### src/rtl/drac_pkg.sv
// Shared types and constants for the Lagarto multi-hart reset sequencer.
// Holds the sequencer state encoding, legal parameter ranges and counter widths.
package drac_pkg;

    typedef enum logic [1:0] {
        ST_HOLD    = 2'd0,
        ST_WAKE    = 2'd1,
        ST_RELEASE = 2'd2,
        ST_RUN     = 2'd3
    } seq_state_e;

    localparam int NUM_HARTS_MIN   = 1;
    localparam int NUM_HARTS_MAX   = 8;
    localparam int WAKE_CNT_W_MIN  = 2;
    localparam int WAKE_CNT_W_MAX  = 32;
    localparam int SYNC_STAGES_MIN = 2;
    localparam int SYNC_STAGES_MAX = 4;
    localparam int STAGGER_CYC_MIN = 1;
    localparam int STAGGER_CYC_MAX = 255;
    localparam int HOLD_CYC_MIN    = 1;
    localparam int HOLD_CYC_MAX    = 255;

    localparam int HOLD_CNT_W    = 8;
    localparam int STAGGER_CNT_W = 8;
    // Wide enough to hold NUM_HARTS_MAX itself, which marks "all harts released".
    localparam int HART_IDX_W    = 4;

endpackage

### src/rtl/lagarto_sync_chain.sv
// Multi-flop synchronizer for a single-bit signal of asynchronous origin.
// Clears to 0 on synchronous reset so downstream logic sees "not ready".
module lagarto_sync_chain #(
    parameter int DEPTH = 2
) (
    input  logic clk,
    input  logic rst,
    input  logic d,
    output logic q
);

    logic [DEPTH-1:0] stages;

    always_ff @(posedge clk) begin
        if (rst) begin
            stages <= '0;
        end else begin
            stages <= {stages[DEPTH-2:0], d};
        end
    end

    assign q = stages[DEPTH-1];

endmodule

### src/rtl/lagarto_multi_reset_seq.sv
// Reset sequencer for a group of Lagarto harts: waits for the tile reset, runs a
// wake-up delay, releases harts one by one, then services per-hart soft resets.
module lagarto_multi_reset_seq
    import drac_pkg::*;
#(
    parameter int NUM_HARTS   = 2,
    parameter int WAKE_CNT_W  = 16,
    parameter int SYNC_STAGES = 2,
    parameter int STAGGER_CYC = 4,
    parameter int HOLD_CYC    = 8
) (
    input  logic                 clk_i,
    input  logic                 rst_i,
    input  logic                 ext_rst_ni,
    input  logic [NUM_HARTS-1:0] soft_rst_req_i,
    output logic [NUM_HARTS-1:0] hart_rst_no,
    output logic [NUM_HARTS-1:0] soft_rst_ack_o,
    output logic                 all_run_o
);

    logic                     ext_ok;
    seq_state_e               state;
    logic [WAKE_CNT_W-1:0]    wake_cnt;
    logic [WAKE_CNT_W-1:0]    wake_nxt;
    logic [STAGGER_CNT_W-1:0] stagger_cnt;
    logic [HART_IDX_W-1:0]    rel_idx;
    logic [HOLD_CNT_W-1:0]    hold_cnt [NUM_HARTS];
    logic [HOLD_CNT_W-1:0]    hold_nxt [NUM_HARTS];
    logic [NUM_HARTS-1:0]     hart_nxt;
    logic [NUM_HARTS-1:0]     ack_nxt;
    logic                     stagger_done;
    logic                     all_released;

    lagarto_sync_chain #(
        .DEPTH(SYNC_STAGES)
    ) u_sync (
        .clk(clk_i),
        .rst(rst_i),
        .d  (ext_rst_ni),
        .q  (ext_ok)
    );

    assign wake_nxt     = (&wake_cnt) ? wake_cnt : wake_cnt + WAKE_CNT_W'(1);
    assign stagger_done = (stagger_cnt == STAGGER_CNT_W'(STAGGER_CYC - 1));
    assign all_released = (rel_idx == HART_IDX_W'(NUM_HARTS));

    // Next value of the per-hart reset lines, hold counters and acks; the FSM
    // below registers them and derives all_run_o from the same next values.
    always_comb begin
        hart_nxt = hart_rst_no;
        ack_nxt  = '0;
        for (int h = 0; h < NUM_HARTS; h++) begin
            hold_nxt[h] = hold_cnt[h];
        end
        if (!ext_ok) begin
            hart_nxt = '0;
            for (int h = 0; h < NUM_HARTS; h++) begin
                hold_nxt[h] = '0;
            end
        end else begin
            case (state)
                ST_HOLD: begin
                    hart_nxt = '0;
                end
                ST_WAKE: begin
                    hart_nxt    = '0;
                    hart_nxt[0] = wake_nxt[WAKE_CNT_W-1];
                end
                ST_RELEASE: begin
                    if (!all_released && stagger_done) begin
                        for (int h = 0; h < NUM_HARTS; h++) begin
                            if (HART_IDX_W'(h) == rel_idx) begin
                                hart_nxt[h] = 1'b1;
                            end
                        end
                    end
                end
                ST_RUN: begin
                    for (int h = 0; h < NUM_HARTS; h++) begin
                        if (hold_cnt[h] != '0) begin
                            hold_nxt[h] = hold_cnt[h] - HOLD_CNT_W'(1);
                            if (hold_cnt[h] == HOLD_CNT_W'(1)) begin
                                hart_nxt[h] = 1'b1;
                                ack_nxt[h]  = 1'b1;
                            end
                        end else if (soft_rst_req_i[h]) begin
                            hart_nxt[h] = 1'b0;
                            hold_nxt[h] = HOLD_CNT_W'(HOLD_CYC);
                        end
                    end
                end
                default: begin
                    hart_nxt = '0;
                end
            endcase
        end
    end

    always_ff @(posedge clk_i) begin
        if (rst_i) begin
            state          <= ST_HOLD;
            wake_cnt       <= '0;
            stagger_cnt    <= '0;
            rel_idx        <= '0;
            hart_rst_no    <= '0;
            soft_rst_ack_o <= '0;
            all_run_o      <= 1'b0;
            for (int h = 0; h < NUM_HARTS; h++) begin
                hold_cnt[h] <= '0;
            end
        end else begin
            hart_rst_no    <= hart_nxt;
            soft_rst_ack_o <= ack_nxt;
            all_run_o      <= 1'b0;
            for (int h = 0; h < NUM_HARTS; h++) begin
                hold_cnt[h] <= hold_nxt[h];
            end
            if (!ext_ok) begin
                state       <= ST_HOLD;
                wake_cnt    <= '0;
                stagger_cnt <= '0;
                rel_idx     <= '0;
            end else begin
                case (state)
                    ST_HOLD: begin
                        wake_cnt    <= '0;
                        stagger_cnt <= '0;
                        rel_idx     <= '0;
                        state       <= ST_WAKE;
                    end
                    ST_WAKE: begin
                        wake_cnt <= wake_nxt;
                        // Hart 0 goes out on the same edge that enters RELEASE.
                        if (wake_nxt[WAKE_CNT_W-1]) begin
                            state       <= ST_RELEASE;
                            rel_idx     <= HART_IDX_W'(1);
                            stagger_cnt <= '0;
                        end
                    end
                    ST_RELEASE: begin
                        if (all_released) begin
                            state <= ST_RUN;
                        end else if (stagger_done) begin
                            stagger_cnt <= '0;
                            rel_idx     <= rel_idx + HART_IDX_W'(1);
                        end else begin
                            stagger_cnt <= stagger_cnt + STAGGER_CNT_W'(1);
                        end
                    end
                    ST_RUN: begin
                        all_run_o <= &hart_nxt;
                    end
                    default: begin
                        state <= ST_HOLD;
                    end
                endcase
            end
        end
    end

endmodule

### config.mk
export PLATFORM = sky130hd
export DESIGN_NAME = lagarto_multi_reset_seq
export DESIGN_NICKNAME = d
export VERILOG_FILES = /design/src/rtl/drac_pkg.sv /design/src/rtl/lagarto_sync_chain.sv /design/src/rtl/lagarto_multi_reset_seq.sv
export SDC_FILE = /design/constraint.sdc
export NUM_CORES = 1
export LEC_CHECK = 0
export CAP_MARGIN = 20
export CORE_MARGIN = 4
export CORE_UTILIZATION = 61
export CTS_CLUSTER_SIZE = 20
export DETAILED_ROUTE_END_ITERATION = 10
export PLACE_DENSITY = 0.79
export SLEW_MARGIN = 0
export SYNTH_ARGS = -nofsm -noshare
export SYNTH_HDL_FRONTEND = slang
export SYNTH_SLANG_ARGS = --single-unit
### constraint.sdc
create_clock -name clk_i -period 2.56 [get_ports clk_i]
set_input_delay 0.512 -clock clk_i [delete_from_list [all_inputs] [get_ports clk_i]]
set_output_delay 0.512 -clock clk_i [all_outputs]
set_load 0.005 [all_outputs]
==> results.tsv <==
metric	value	unit
status	completed	
Placed Area	0.00315	mm2
Die Area	0.00606	mm2
cts hold-fix bufs	0	
core area	0.00472	mm2
DRT iter0 DRCs	139	
H-tree levels	2	
Compound-Gate Fraction of Synth Area	18.2	%
Post-Syn Instances	355	
final hold vios	0	
HPWL after DPL	4420	um
fmax	0.419	GHz
number of port buffers	9	
Mapped Area	0.00298	mm2
routability congestion estimate	0.886	
chip height	77.9	um
Final setup viols	0	
Final min period	2.39	ns
Setup TNS	0	ns
EDFF count, synth	0	
layout cells sized above 1	7.90	%
CP Capture Type	register	
Nets	389	
postcts setup bufs	0	
fin. max-slew vios	0	
syn_nets	378	
Total Wirelength	6050	um
crit share post-route	93.3	%
fillers	372	
gr usage total	21.9	%
GR Overflow Total	0	
crit path kind	register to register	
clock root cell	clkbuf_8	
power per cell area	448	mW/mm2
cell taking the most area after synthesis	dfxtp_1	
Longest Clk Path Bufs	2	
Synth Area per Inst	8.39	um2
Critical R2R Launch	wake_cnt[10]$_SDFFE_PP0P_	
I/O pins	10	
most common cell after layout, fill and taps aside	dfxtp_1	
reg2reg end	rel_idx[2]$_SDFFE_PP0P_	
worst reg2reg setup slack	0.17	ns
worst clock skew	0.00321	ns
setup repair after global routing missed its margin	no	
Worst Hold Launch	u_sync.stages[0]$_SDFF_PP0_	
critical path, cell by cell	nand4_2 > or4_1 > mux2i_4 > or4_1 > a21oi_1	
ranking of synthesized cells by area	dfxtp_1 (36%), ha_1 (7.6%), nor2_1 (4.3%)	
# rows	25	
cell count of the worst hold path	1	
register area share after synthesis	35.6	%
Leakage	1.09	nW
CTS tree	built	
Synthesis Warnings	0	
final instance area	0.00327	mm2
critical path's slowest cell	or4_1	
Max FO, Critical Path	22	
via/cell ratio	5.94	
hold crit path type	register to register	
Initial Util	63.0	%
via count	2580	
Layout area overhead	9.92	%
clock transition at the registers of the reported paths	0.10	ns
initial antenna violation count	0	
vias in the first global route	2454	
most used cell, CP	or4_1	
clk sink count	53	
wire length per cell	13.9	um
pin count of the biggest net entering global routing	23	
total CTS buffers	5	
Slew @ Worst Pin	0.714	ns
Synth top area share	35.6	%
r2r worst-path depth	5	
synthesis-stage register bit count	53	
Post-Synth Simple-Gate Area	27.5	%
first-pass GRT wire length	10900	um
XOR/XNOR share of the synthesized area	3.24	%
synth unique cells	58	
worst skew pair latency	0.32	ns
Critical Path Source Type	register	
main combinational cell family by area after synthesis	simple AND/OR/NAND/NOR gates	
Critical Path RT	2.82	ns
Hold Path Sink	u_sync.stages[1]$_SDFF_PP0_	
crit-path max cell delay	0.70	ns
adder-cell area share of the yosys netlist	7.56	%
VDD IR-drop max	0.363	mV
Slew headroom	52.0	%
Primary FF master, synth	dfxtp_1	
MaxCap Viol Count	0	
Critical Path AT	2.65	ns
drt drc	0	
detailed-router iteration count before antenna repair	4	
post-synthesis mux area share	3.28	%
Synth async-reset ratio	0	%
Antenna Nets Post-Route	0	
CTS resizes	0	
Horiz. Die Dim	77.9	um
antenna fix cells	0	
commonest cells after routing, fill and taps aside	dfxtp_1 (53), nor2_1 (34), nand2_1 (28), a21oi_1 (22), ha_1 (18)	
==> power by group <==
group          internal [W]  leakage, nW  switching [W]
Clock              0.000300       0.0603       0.000300
Sequential         0.000826        0.427     0.00000166
Combinational     0.0000143        0.606      0.0000235
==> area by class of cell <==
class | instances | area [um2] | share of cell area [%]
Inverter | 15 | 56.3 | 1.72
Tap cell | 67 | 83.8 | 2.56
Timing Repair Buffer | 20 | 173 | 5.28
Clock inverter | 3 | 50.0 | 1.53
Clock buffer | 5 | 68.8 | 2.10
Multi-Input combinational cell | 271 | 1780 | 54.4
Sequential cell | 53 | 1060 | 32.4
==> synth_stat cells, types with 8 or more instances <==
library cell  count
o21ai_1           9
or4_1             8
ha_1             18
nand3_1          17
dfxtp_1          53
o21ai_0          10
a21oi_1          22
nor2_1           34
or3_1            10
clkbuf_1         13
nand4_1          10
inv_1            15
nand2_1          28
==> sequential cells by signal, indices dropped and copies added (netlist names) <==
name,cells
u_sync.stages,2
hold_cnt,16
all_run_o,1
rel_idx,4
stagger_cnt,8
hart_rst_no,2
wake_cnt,16
soft_rst_ack_o,2
state,2
==> stage by stage <==
stage                     hold WS (ns)  instances  setup slack, ns  util, %  total power, W
final                            0.457        434            0.171     69.3         0.00147
after global routing             0.466        434           0.0182     69.3         0.00151
after CTS                        0.462        434            0.164     69.3         0.00148
after detailed placement         0.446        426            0.170     66.8        0.000884
after global placement           0.440        426            0.253     66.8        0.000883
after floorplan                  0.414        355            0.376        -        0.000869
==> worst max-delay path by stage <==
stage	from	endpoint	slack, ns	cells past startpoint
after global placement	wake_cnt[10]$_SDFFE_PP0P_	rel_idx[2]$_SDFFE_PP0P_	0.25	5
after CTS	wake_cnt[10]$_SDFFE_PP0P_	rel_idx[2]$_SDFFE_PP0P_	0.16	5
after global routing	wake_cnt[10]$_SDFFE_PP0P_	rel_idx[2]$_SDFFE_PP0P_	0.02	5
after detailed placement	wake_cnt[10]$_SDFFE_PP0P_	rel_idx[2]$_SDFFE_PP0P_	0.17	5
after floorplan	wake_cnt[10]$_SDFFE_PP0P_	stagger_cnt[0]$_SDFFE_PP0P_	0.38	7
final	wake_cnt[10]$_SDFFE_PP0P_	rel_idx[2]$_SDFFE_PP0P_	0.17	5
==> kinds of logic after synthesis <==
| logic type | Yosys count |
|---|---|
| buffers and inverters | 31 |
| xor gates and xnor gates | 11 |
| muxes | 8 |
| AOI/OAI and AO/OA | 82 |
| DFF | 53 |
| and+or+nand+nor | 152 |
| adders and majority gates | 18 |
==> critical path, delay by kind of cell, from the launching register on <==
family	cells	cell delay [ns]
AO/OA/AOI/OAI	1	0.14
AND/OR/NAND/NOR	3	1.41
flip-flops	1	0.44
multiplexers	1	0.35
==> per-layer routing <==
metal	up-vias	global-route usage [%]	part of all wire, %	wire, um
met5	-	0	0	0
met4	0	8.72	1.3	77
met3	10	3.83	4.6	277
met2	48	34.8	46	2760
met1	1187	29.2	48	2940
li1	1335	-	-	-
Power figures use the tool's default switching activity.
